**config.mk**
```make
export PLATFORM = sky130hd
export DESIGN_NAME = x_pulse_stretch
export DESIGN_NICKNAME = d
export VERILOG_FILES = /design/src/rtl/x_pulse_stretch.sv
export SDC_FILE = /design/constraint.sdc
export NUM_CORES = 1
export LEC_CHECK = 0
export BUFFER_PORTS_ARGS = -buffer_cell sky130_fd_sc_hd__buf_2
export CAP_MARGIN = 5
export CORE_ASPECT_RATIO = 2
export CORE_UTILIZATION = 55
export DETAILED_ROUTE_END_ITERATION = 16
export PLACE_DENSITY_LB_ADDON = 0.12
export SYNTH_ARGS = -nofsm -noshare
export SYNTH_HDL_FRONTEND = slang
export SYNTH_SLANG_ARGS = --single-unit
```
**constraint.sdc**
```tcl
create_clock -name clock -period 4.9 [get_ports clock]
set_input_delay 0.245 -clock clock [delete_from_list [all_inputs] [get_ports clock]]
set_output_delay 0.245 -clock clock [all_outputs]
set_load 0.03 [all_outputs]
```
**src/rtl/x_pulse_stretch.sv**
```systemverilog
`default_nettype none
// ============================================================================
// Module   : x_pulse_stretch
// Purpose  : Stretches single-clock trigger pulses into a level output that
//            stays high for a programmable number of clocks. An optional
//            holdoff (dead time) follows each output. Triggers that cannot be
//            honoured are dropped and counted in a saturating counter.
// Ports    : clock    - system clock, rising edge
//            reset_n  - asynchronous active-low reset
//            p        - trigger, sampled every clock
//            width    - stretch length in clocks (0 behaves as 1)
//            holdoff  - dead time in clocks after q falls (0 = none)
//            retrig   - 1: trigger during stretch restarts it; 0: dropped
//            clr_lost - synchronous clear of nlost
//            q        - stretched level output (registered)
//            busy     - high while stretching or in holdoff (registered)
//            nlost    - saturating count of dropped triggers
// Revision : 1.0 - initial release
// ============================================================================
module x_pulse_stretch #(
  parameter int MXCNT  = 8,
  parameter int MXLOST = 8
) (
  input  logic              clock,
  input  logic              reset_n,
  input  logic              p,
  input  logic [MXCNT-1:0]  width,
  input  logic [MXCNT-1:0]  holdoff,
  input  logic              retrig,
  input  logic              clr_lost,
  output logic              q,
  output logic              busy,
  output logic [MXLOST-1:0] nlost
);

  typedef enum logic [1:0] {
    ST_IDLE    = 2'd0,
    ST_STRETCH = 2'd1,
    ST_HOLD    = 2'd2
  } state_t;

  localparam logic [MXCNT-1:0]  C_ONE      = MXCNT'(1);
  localparam logic [MXLOST-1:0] C_LOST_MAX = '1;
  localparam logic [MXLOST-1:0] C_LOST_ONE = MXLOST'(1);

  state_t            state;
  state_t            state_nxt;
  logic [MXCNT-1:0]  cnt;
  logic [MXCNT-1:0]  cnt_nxt;
  logic [MXCNT-1:0]  hold_len;
  logic [MXCNT-1:0]  hold_len_nxt;
  logic [MXCNT-1:0]  width_eff;
  logic [MXLOST-1:0] nlost_nxt;
  logic              drop;

  // A zero width still produces a one-clock pulse.
  assign width_eff = (width == '0) ? C_ONE : width;

  // Next-state, counter and drop decode. The counter holds the number of
  // cycles remaining in the current state, including the present one, so a
  // value of 1 marks the last cycle.
  always_comb begin
    state_nxt    = state;
    cnt_nxt      = cnt;
    hold_len_nxt = hold_len;
    drop         = 1'b0;
    case (state)
      ST_IDLE: begin
        if (p) begin
          state_nxt    = ST_STRETCH;
          cnt_nxt      = width_eff;
          hold_len_nxt = holdoff;
        end
      end
      ST_STRETCH: begin
        if (p && retrig) begin
          // Reload covers the last cycle too, so q never shows a low gap.
          cnt_nxt      = width_eff;
          hold_len_nxt = holdoff;
        end else begin
          drop = p;
          if (cnt <= C_ONE) begin
            if (hold_len != '0) begin
              state_nxt = ST_HOLD;
              cnt_nxt   = hold_len;
            end else begin
              state_nxt = ST_IDLE;
              cnt_nxt   = '0;
            end
          end else begin
            cnt_nxt = cnt - C_ONE;
          end
        end
      end
      ST_HOLD: begin
        drop = p;
        if (cnt <= C_ONE) begin
          state_nxt = ST_IDLE;
          cnt_nxt   = '0;
        end else begin
          cnt_nxt = cnt - C_ONE;
        end
      end
      default: begin
        state_nxt = ST_IDLE;
        cnt_nxt   = '0;
      end
    endcase
  end

  // Clear wins over the old count, but a drop in the same cycle still counts.
  always_comb begin
    nlost_nxt = nlost;
    if (clr_lost) begin
      nlost_nxt = drop ? C_LOST_ONE : '0;
    end else if (drop && (nlost != C_LOST_MAX)) begin
      nlost_nxt = nlost + C_LOST_ONE;
    end
  end

  // q and busy are registered from the next state so they line up exactly
  // with the state register, giving one clock from trigger to q.
  always_ff @(posedge clock or negedge reset_n) begin
    if (!reset_n) begin
      state    <= ST_IDLE;
      cnt      <= '0;
      hold_len <= '0;
      q        <= 1'b0;
      busy     <= 1'b0;
      nlost    <= '0;
    end else begin
      state    <= state_nxt;
      cnt      <= cnt_nxt;
      hold_len <= hold_len_nxt;
      q        <= (state_nxt == ST_STRETCH);
      busy     <= (state_nxt != ST_IDLE);
      nlost    <= nlost_nxt;
    end
  end

endmodule
`default_nettype wire

```
---- After elaboration in Yosys (flattened, before gate mapping) ----
Index checks and enable logic that the tools add are counted.
storage, ports and cells
  register bits ........................... 28
  word-level logic and storage cells ...... 45
  output and inout bits ................... 10
cells by class
  add/sub/neg operators ................... 2
  equality and inequality tests ........... 6
  mux-type cells .......................... 21
  reductions and logical operators ........ 9
  $lt $le $gt $ge ......................... 1
operators by type and width
  operator                                                                number
  8-bit two-way mux                                                       10
  8-bit case mux with 3 select lines                                      1
  8-bit case mux with 2 select lines                                      1
  2-bit two-way mux                                                       5
  8-bit by 1-bit adder with 8-bit output (second input constant)          1
  8-bit by 1-bit <= comparator with 1-bit output (second input constant)  1
  8-bit logical NOT                                                       1
  8-bit != test (second input constant)                                   1
  8-bit nonzero test                                                      1
  8-bit by 1-bit subtractor with 8-bit output (second input constant)     1
  2-bit case mux with 3 select lines                                      1
  2-bit nonzero test                                                      3
  2-bit by 1-bit equality test with 1-bit output (second input constant)  2
  2-bit != test (second input constant)                                   2
  3-bit AND reduction                                                     1
  2-bit equality test (second input constant)                             1
  1-bit logical AND                                                       2
  2-bit logical NOT                                                       1
  1-bit two-way mux                                                       2
  1-bit case mux with 2 select lines                                      1

---- Longest topological paths before layout ----
Gate-level depths: netlist (run 1).
  depth in word-level cells ............... 6
  gate-level depth with buffers ........... 8
  mapped depth without buffers ............ 7

---- Least setup slack after synthesis (run 1) ----
No wires, ideal clock.
  kind .................................... register to register
  start ................................... reg state[1]
  end ..................................... reg nlost[5]
  arrival time ............................ 1.762 ns
  cell stages (with the launch flop) ...... 9
  path slack .............................. 3.008 ns
  path buffers ............................ 1
  period minus slack after synthesis ...... 1.892 ns
  required time ........................... 4.771 ns
  cells stage by stage .................... dfrtp_1 -> inv_1 -> ha_1 -> buf_6 -> nor2b_1 -> o211ai_1 -> a2111oi_0 -> xnor2_1 -> nor2_1
between the ends
  longest elaborated chain between the ends .. 4
ends and longest elaborated chain
  item                                                                                          line  RTL
  start, declared                                                                               46    state_t state;
  start signal, assigned                                                                        132   state <= state_nxt;
  2-bit equality test / 2-bit by 1-bit equality test with 1-bit output (equally long branches)  67    case (state)
  1-bit case mux with 2 select lines *                                                          67
  1-bit logical AND *                                                                           116   end else if (drop && (nlost != C_LOST_MAX)) begin
  2-bit nonzero test (no line) *                                                                -
  end signal, assigned                                                                          137   nlost <= nlost_nxt;
  end, declared                                                                                 33    output logic [MXLOST-1:0] nlost
Every way passes the cells marked *; elsewhere a longest branch is shown, timed or not.
A chain may end at the register's enable or synchronous reset.

---- Worst setup path after layout (run 1) ----
Same ends and word-level chain as after synthesis.

==> results of run 1 <==
==> critical path, delay by kind of cell, from the launching register on <==
family	cells	cell delay, ps
flip-flops	1	450
AO/OA/AOI/OAI	2	840
XOR/XNOR	1	200
adder cells (fa/ha/maj)	1	310
AND/OR/NAND/NOR	2	260
buffers and inverters	1	110
==> logic make-up after synthesis <==
family / synth area share [%]
DFF: 40.8
buffers and inverters: 4.45
muxes: 7.08
adders and majority gates: 5.11
xor gates and xnor gates: 3.06
AOI/OAI and AO/OA: 17.0
and+or+nand+nor: 22.5
==> what timing repair did <==
action | CTS | global route
hold buffers | 1 | 0
gates resized for setup | 0 | 0
hold endpoints to repair | 25 | 0
==> metrics by stage <==
| step | hold WS [ps] | setup slack (ps) |
|---|---|---|
| after floorplan | -50.6 | 3010 |
| after global placement | 296 | 2810 |
| after detailed placement | 292 | 2670 |
| after CTS | 193 | 2640 |
| after global routing | 190 | 2470 |
| final | 198 | 2630 |
==> power groups by stage <==
stage	combinational [W]	sequential, W	clock (W)
finish	0.000538	0.000409	0.000181
global route	0.000594	0.000421	0.000193
CTS	0.000538	0.000408	0.000184
detailed placement	0.000533	0.000412	0
global placement	0.000522	0.000403	0
floorplan	0.000411	0.000409	0
==> layout make-up <==
type                    instances  area (µm²)  share of cell area [%]
clock inverters                 1        30.0                    1.55
well taps                      30        37.5                    1.94
flip-flops and latches         28         701                    36.2
clock buffers                   3        41.3                    2.13
multi-input cells             133         938                    48.4
repair buffers                 31         160                    8.26
inverters                       8        30.0                    1.55
==> cell usage after synthesis, types with 2 or more instances <==
| library cell | n |
|---|---|
| a21oi_1 | 6 |
| a221oi_1 | 4 |
| a31oi_1 | 4 |
| clkbuf_8 | 2 |
| dfrtp_1 | 28 |
| ha_1 | 7 |
| inv_1 | 8 |
| mux2_2 | 9 |
| mux2i_1 | 2 |
| nand2_1 | 12 |
| nand3_1 | 3 |
| nor2_1 | 17 |
| nor2b_1 | 3 |
| nor3_1 | 5 |
| nor4_1 | 7 |
| nor4b_1 | 3 |
| o211ai_1 | 2 |
| o21ai_0 | 15 |
| or2_2 | 2 |
| or3_4 | 3 |
| or4_1 | 3 |
| xnor2_1 | 6 |
==> metal layers <==
layer / share of wire [%] / global-route usage, % / vias up
li1: - / - / 705
met1: 35 / 26.5 / 705
met2: 60 / 53.0 / 48
met3: 3.2 / 3.56 / 8
met4: 1.4 / 7.74 / 0
met5: 0 / 0 / -
==> path summary, 6_finish.rpt <==
kind	to	slack, ps	cells past startpoint
worst min register to register	hold_len[2]	550	1
worst max-delay path	nlost[5]	2630	7
min in group asynchronous	cnt[4]	510	2
worst min-delay path	hold_len[2]	200	2
max in group asynchronous	hold_len[5]	3980	2
worst max register to register	nlost[5]	2630	7
==> registers in the layout (all words and copies together), names as in the netlist <==
signal    count
state         2
q             1
hold_len      8
busy          1
nlost         8
cnt           8
==> flow_summary.toml, run 1 <==
[run_status]
outcome = "finished, final reports clean"

[job]
drv_cap = 0

[setup_path]
r2r_start = "state[1]"
crit_chain = "inv_1 -> ha_1 -> nor2b_1 -> o211ai_1 -> a2111oi_0 -> xnor2_1 -> nor2_1"
critPathLaunch = "state[1]"
worst-path-max-fanout = 9
worstPathRequired_ps = 5060
cpPeakStageDelay_ps = 580
slowest_stage = "a2111oi_0"
startpoint_type = "flop"
path_class = "reg2reg"
crit_path_end_kind = "flop"
arrival_ps = 2430

[cts]
clkTransAtPathRegs_ps = 100
clockBufferDepth = 2
cts_tree = "yes"
h-tree-depth = 1
post_cts_buffers = 0
clk_latency_ps = 270
cts_root_buf = "clkbuf_8"
cts_buffers = 3
clock_sinks = 28

[synth]
synth_area_leaders = "dfrtp_1 41%, mux2_2 5.9%, ha_1 5.1%"
synthArstFlopShare_pct = 100
seq_area_frac_synth_pct = 40.8
synth_cell_type_count = 45
synthFlopType = "dfrtp_1"
synth_area_per_cell_um2 = 9.86
synth_edf_count = 0
ys_ff_latch = 28
synthCells = 174
yosysTopAreaCell = "dfrtp_1"
synth_warnings = 0
synth_area_um2 = 1720
syn_nets = 202
synth_top_area_share_pct = 40.8

[cells_and_area]
utilization_pct = 65.1
layout_common_cells = "30 x buf_2, 28 x dfrtp_1, 17 x nor2_1"
fillCellCount = 258
nNetsFinal = 233
area_growth_pct = 13.0
drive_gt1_share_pct = 27.5
fin_cells = 234
design_area_um2 = 1940
diodes = 0
layout_commonest_cell = "buf_2"

[power]
p_total_w = 0.00113
p_sw_share_pct = 41.2
switchingPower_w = 0.000464
pwr-share-clk_pct = 16.1
power.internal_w = 0.000664
pwr-share-seq_pct = 36.2
peakVddDrop_mv = 0.328
p_per_area_nw_per_um2 = 582
pwr-share-comb_pct = 47.7
p_leak_nw = 0.863

[timing]
finalClockSkew_ps = 4.83
fin_crit_ps = 2270
min_period_over_period_pct = 46.3
fmax_mhz = 441
worstMarginPinSlew_ps = 710
hold_violations = 0
rsz0062_at_grt = "false"
tns_ps = 0
setup_viol = 0
slew_headroom_pct = 52.6
drv_slew = 0

[floorplan]
die_w_um = 41.5
core_um2 = 2980
die_y_um = 81.0
start_util_pct = 57.6
dieArea_um2 = 3360
rows = 28
io_pins = 31

[place]
post-dp-hpwl_mm = 3.30
place_congestion = 0.915
portBuffers = 30
placed_cells = 229
dpl_cell_area_um2 = 1860

[global_route]
grt_max_degree = 29
first_global_vias = 1499
antenna_found_initial = 0
grt_usage_pct = 26.1
grt_pass1_wl_mm = 6.78
overflow = 0

[route]
vias_per_cell = 6.26
routed_wl_mm = 4.15
drc = 0
ant_nets = 0
dr.pass1.iters = 4
wire_per_inst_um = 17.7
via_count = 1466
drt_iter0_drc = 22

[worst_hold_path]
hold_path_startpoint = "holdoff[2]"
hold_class = "in2reg"
Power figures use the tool's default switching activity.
==> inputs of run 2 (changes only) <==
- clock period: 4.9 -> 2.25 ns (I/O delays scaled with it)
==> run 2 against run 1 <==
First-iteration DRC count increased by 77%; sequential power increased by 120%; sequential share of layout area decreased by 0.48 points; critical path depth unchanged; non-clock buffer count increased by 2; power increased by 120%; worst setup slack got worse by 2400 ps; combinational power increased by 130%; die area unchanged; wire length increased by 4.2%; clock power increased by 130%; highest routed layer unchanged.
==> flow_summary.toml, run 2 (synthesis gave the netlist of run 1 again) <==
[floorplan]
start_util_pct = 57.6
io_pins = 31
core_um2 = 2980
rows = 28
die_y_um = 81.0
die_w_um = 41.5
dieArea_um2 = 3360

[timing]
setup_viol = 0
hold_violations = 0
drv_slew = 0
tns_ps = 0
worstMarginPinSlew_ps = 676
min_period_over_period_pct = 91.9
holdWs_ps = 52.3
rsz0062_at_grt = "false"
finalClockSkew_ps = 11.4
slew_headroom_pct = 54.7
fin_crit_ps = 2070
fmax_mhz = 484

[cts]
clk_latency_ps = 290
clkTransAtPathRegs_ps = 110
clock_sinks = 28
cts_buffers = 3
cts_root_buf = "clkbuf_8"
post_cts_buffers = 0
clockBufferDepth = 2
h-tree-depth = 1
cts_tree = "yes"

[setup_path]
worst-path-max-fanout = 9
arrival_ps = 2240
crit_path_end = "nlost[5]"
worstPathRequired_ps = 2420
r2r_slack_ps = 180
r2r_start = "state[1]"
critPathLaunch = "state[1]"
startpoint_type = "flop"
r2r_end = "nlost[5]"
r2r_cells = 7
path_class = "reg2reg"
crit_path_end_kind = "flop"

[cells_and_area]
nNetsFinal = 235
fillCellCount = 256
diodes = 0
area_growth_pct = 14.5
layout_commonest_cell = "buf_2"
layout_common_cells = "30 x buf_2, 28 x dfrtp_1, 16 x nor2_1"
drive_gt1_share_pct = 29.6
reg_top3 = "cnt: 8 flops, hold_len: 8 flops, nlost: 8 flops"

[power]
switchingPower_w = 0.00105
p_leak_nw = 0.872
p_sw_share_pct = 41.6
pwr-share-seq_pct = 35.2
p_total_w = 0.00253
peakVddDrop_mv = 0.783
pwr-share-comb_pct = 48.6
power.internal_w = 0.00148
p_per_area_nw_per_um2 = 1290
pwr-share-clk_pct = 16.2

[route]
wire_per_inst_um = 18.3
ant_nets = 0
vias_per_cell = 6.37
dr.pass1.iters = 4
drc = 0
drt_iter0_drc = 39
via_count = 1503
routed_wl_mm = 4.33

[global_route]
first_global_vias = 1588
antenna_found_initial = 0
grt_usage_pct = 27.1
grt_pass1_wl_mm = 6.98
overflow = 0
grt_max_degree = 29

[place]
portBuffers = 30
post-dp-hpwl_mm = 3.36
place_congestion = 0.971

[job]
drv_cap = 0

[worst_hold_path]
hold_class = "in2reg"

[run_status]
outcome = "finished, final reports clean"
## run 2: cell count changes in the layout (fill, tap and decap cells not counted), sizes merged
cell,change
buf,+2
## run 2: what timing repair did
item,in CTS,in global routing
hold buffers,1,0
endpoints found under the setup margin,1,4
pin swaps,0,0
resized for setup,1,3
cloned,0,0
hold endpoints to repair,28,0
## run 2: power by group through the flow
stage	Clock [W]	Combinational (W)	Sequential [W]
floorplan	0	0.000896	0.000892
global placement	0	0.00116	0.000879
detailed placement	0	0.00120	0.000897
CTS	0.000409	0.00122	0.000885
global route	0.000420	0.00137	0.000921
finish	0.000409	0.00123	0.000890
## run 2: routing by layer
metal  global-route usage (%)  vias up  part of all wire (%)
li1                         -      711                     -
met1                     25.1      739                    35
met2                     54.1       38                    58
met3                     3.33       15                   2.5
met4                     15.5        0                   4.0
met5                        0        -                     0
## run 2: how the worst min path moves through the flow
stage | from | to | slack, ps | cells after the start
6_report | holdoff[1] | hold_len[1] | 50 | 2
5_1_grt | holdoff[6] | hold_len[6] | 60 | 2
4_1_cts | holdoff[0] | hold_len[0] | 60 | 2
3_5_place_dp | reset_n | cnt[6] | 170 | 1
3_3_place_gp | reset_n | cnt[6] | 160 | 1
2_1_floorplan | reset_n | busy | -180 | 0
## run 2: cell type report
| cell class | instances | area, µm² | share of cell area (%) |
|---|---|---|---|
| multi-input cells | 133 | 950 | 48.3 |
| well taps | 30 | 37.5 | 1.91 |
| repair buffers | 33 | 175 | 8.92 |
| clock inverters | 1 | 30.0 | 1.53 |
| clock buffers | 3 | 41.3 | 2.10 |
| flip-flops and latches | 28 | 701 | 35.7 |
| inverters | 8 | 30.0 | 1.53 |
## run 2: per-stage QoR
stage               cell area (µm²)  worst slack, ps  util, %  cells
floorplan                      1720              358        -    174
global placement               1870              226     62.9    231
detailed placement             1870             35.3     62.9    231
CTS                            1950             65.5     65.6    236
global route                   1960             10.6     66.0    236
finish                         1960              183     66.0    236
## run 2: critical path: stages (launching register included)
cell       delay [ps]
dfrtp_1           440
inv_1             110
ha_2              260
nor2b_1           180
o211ai_1          270
a2111oi_2         470
xnor2_1           170
nor2_1             50
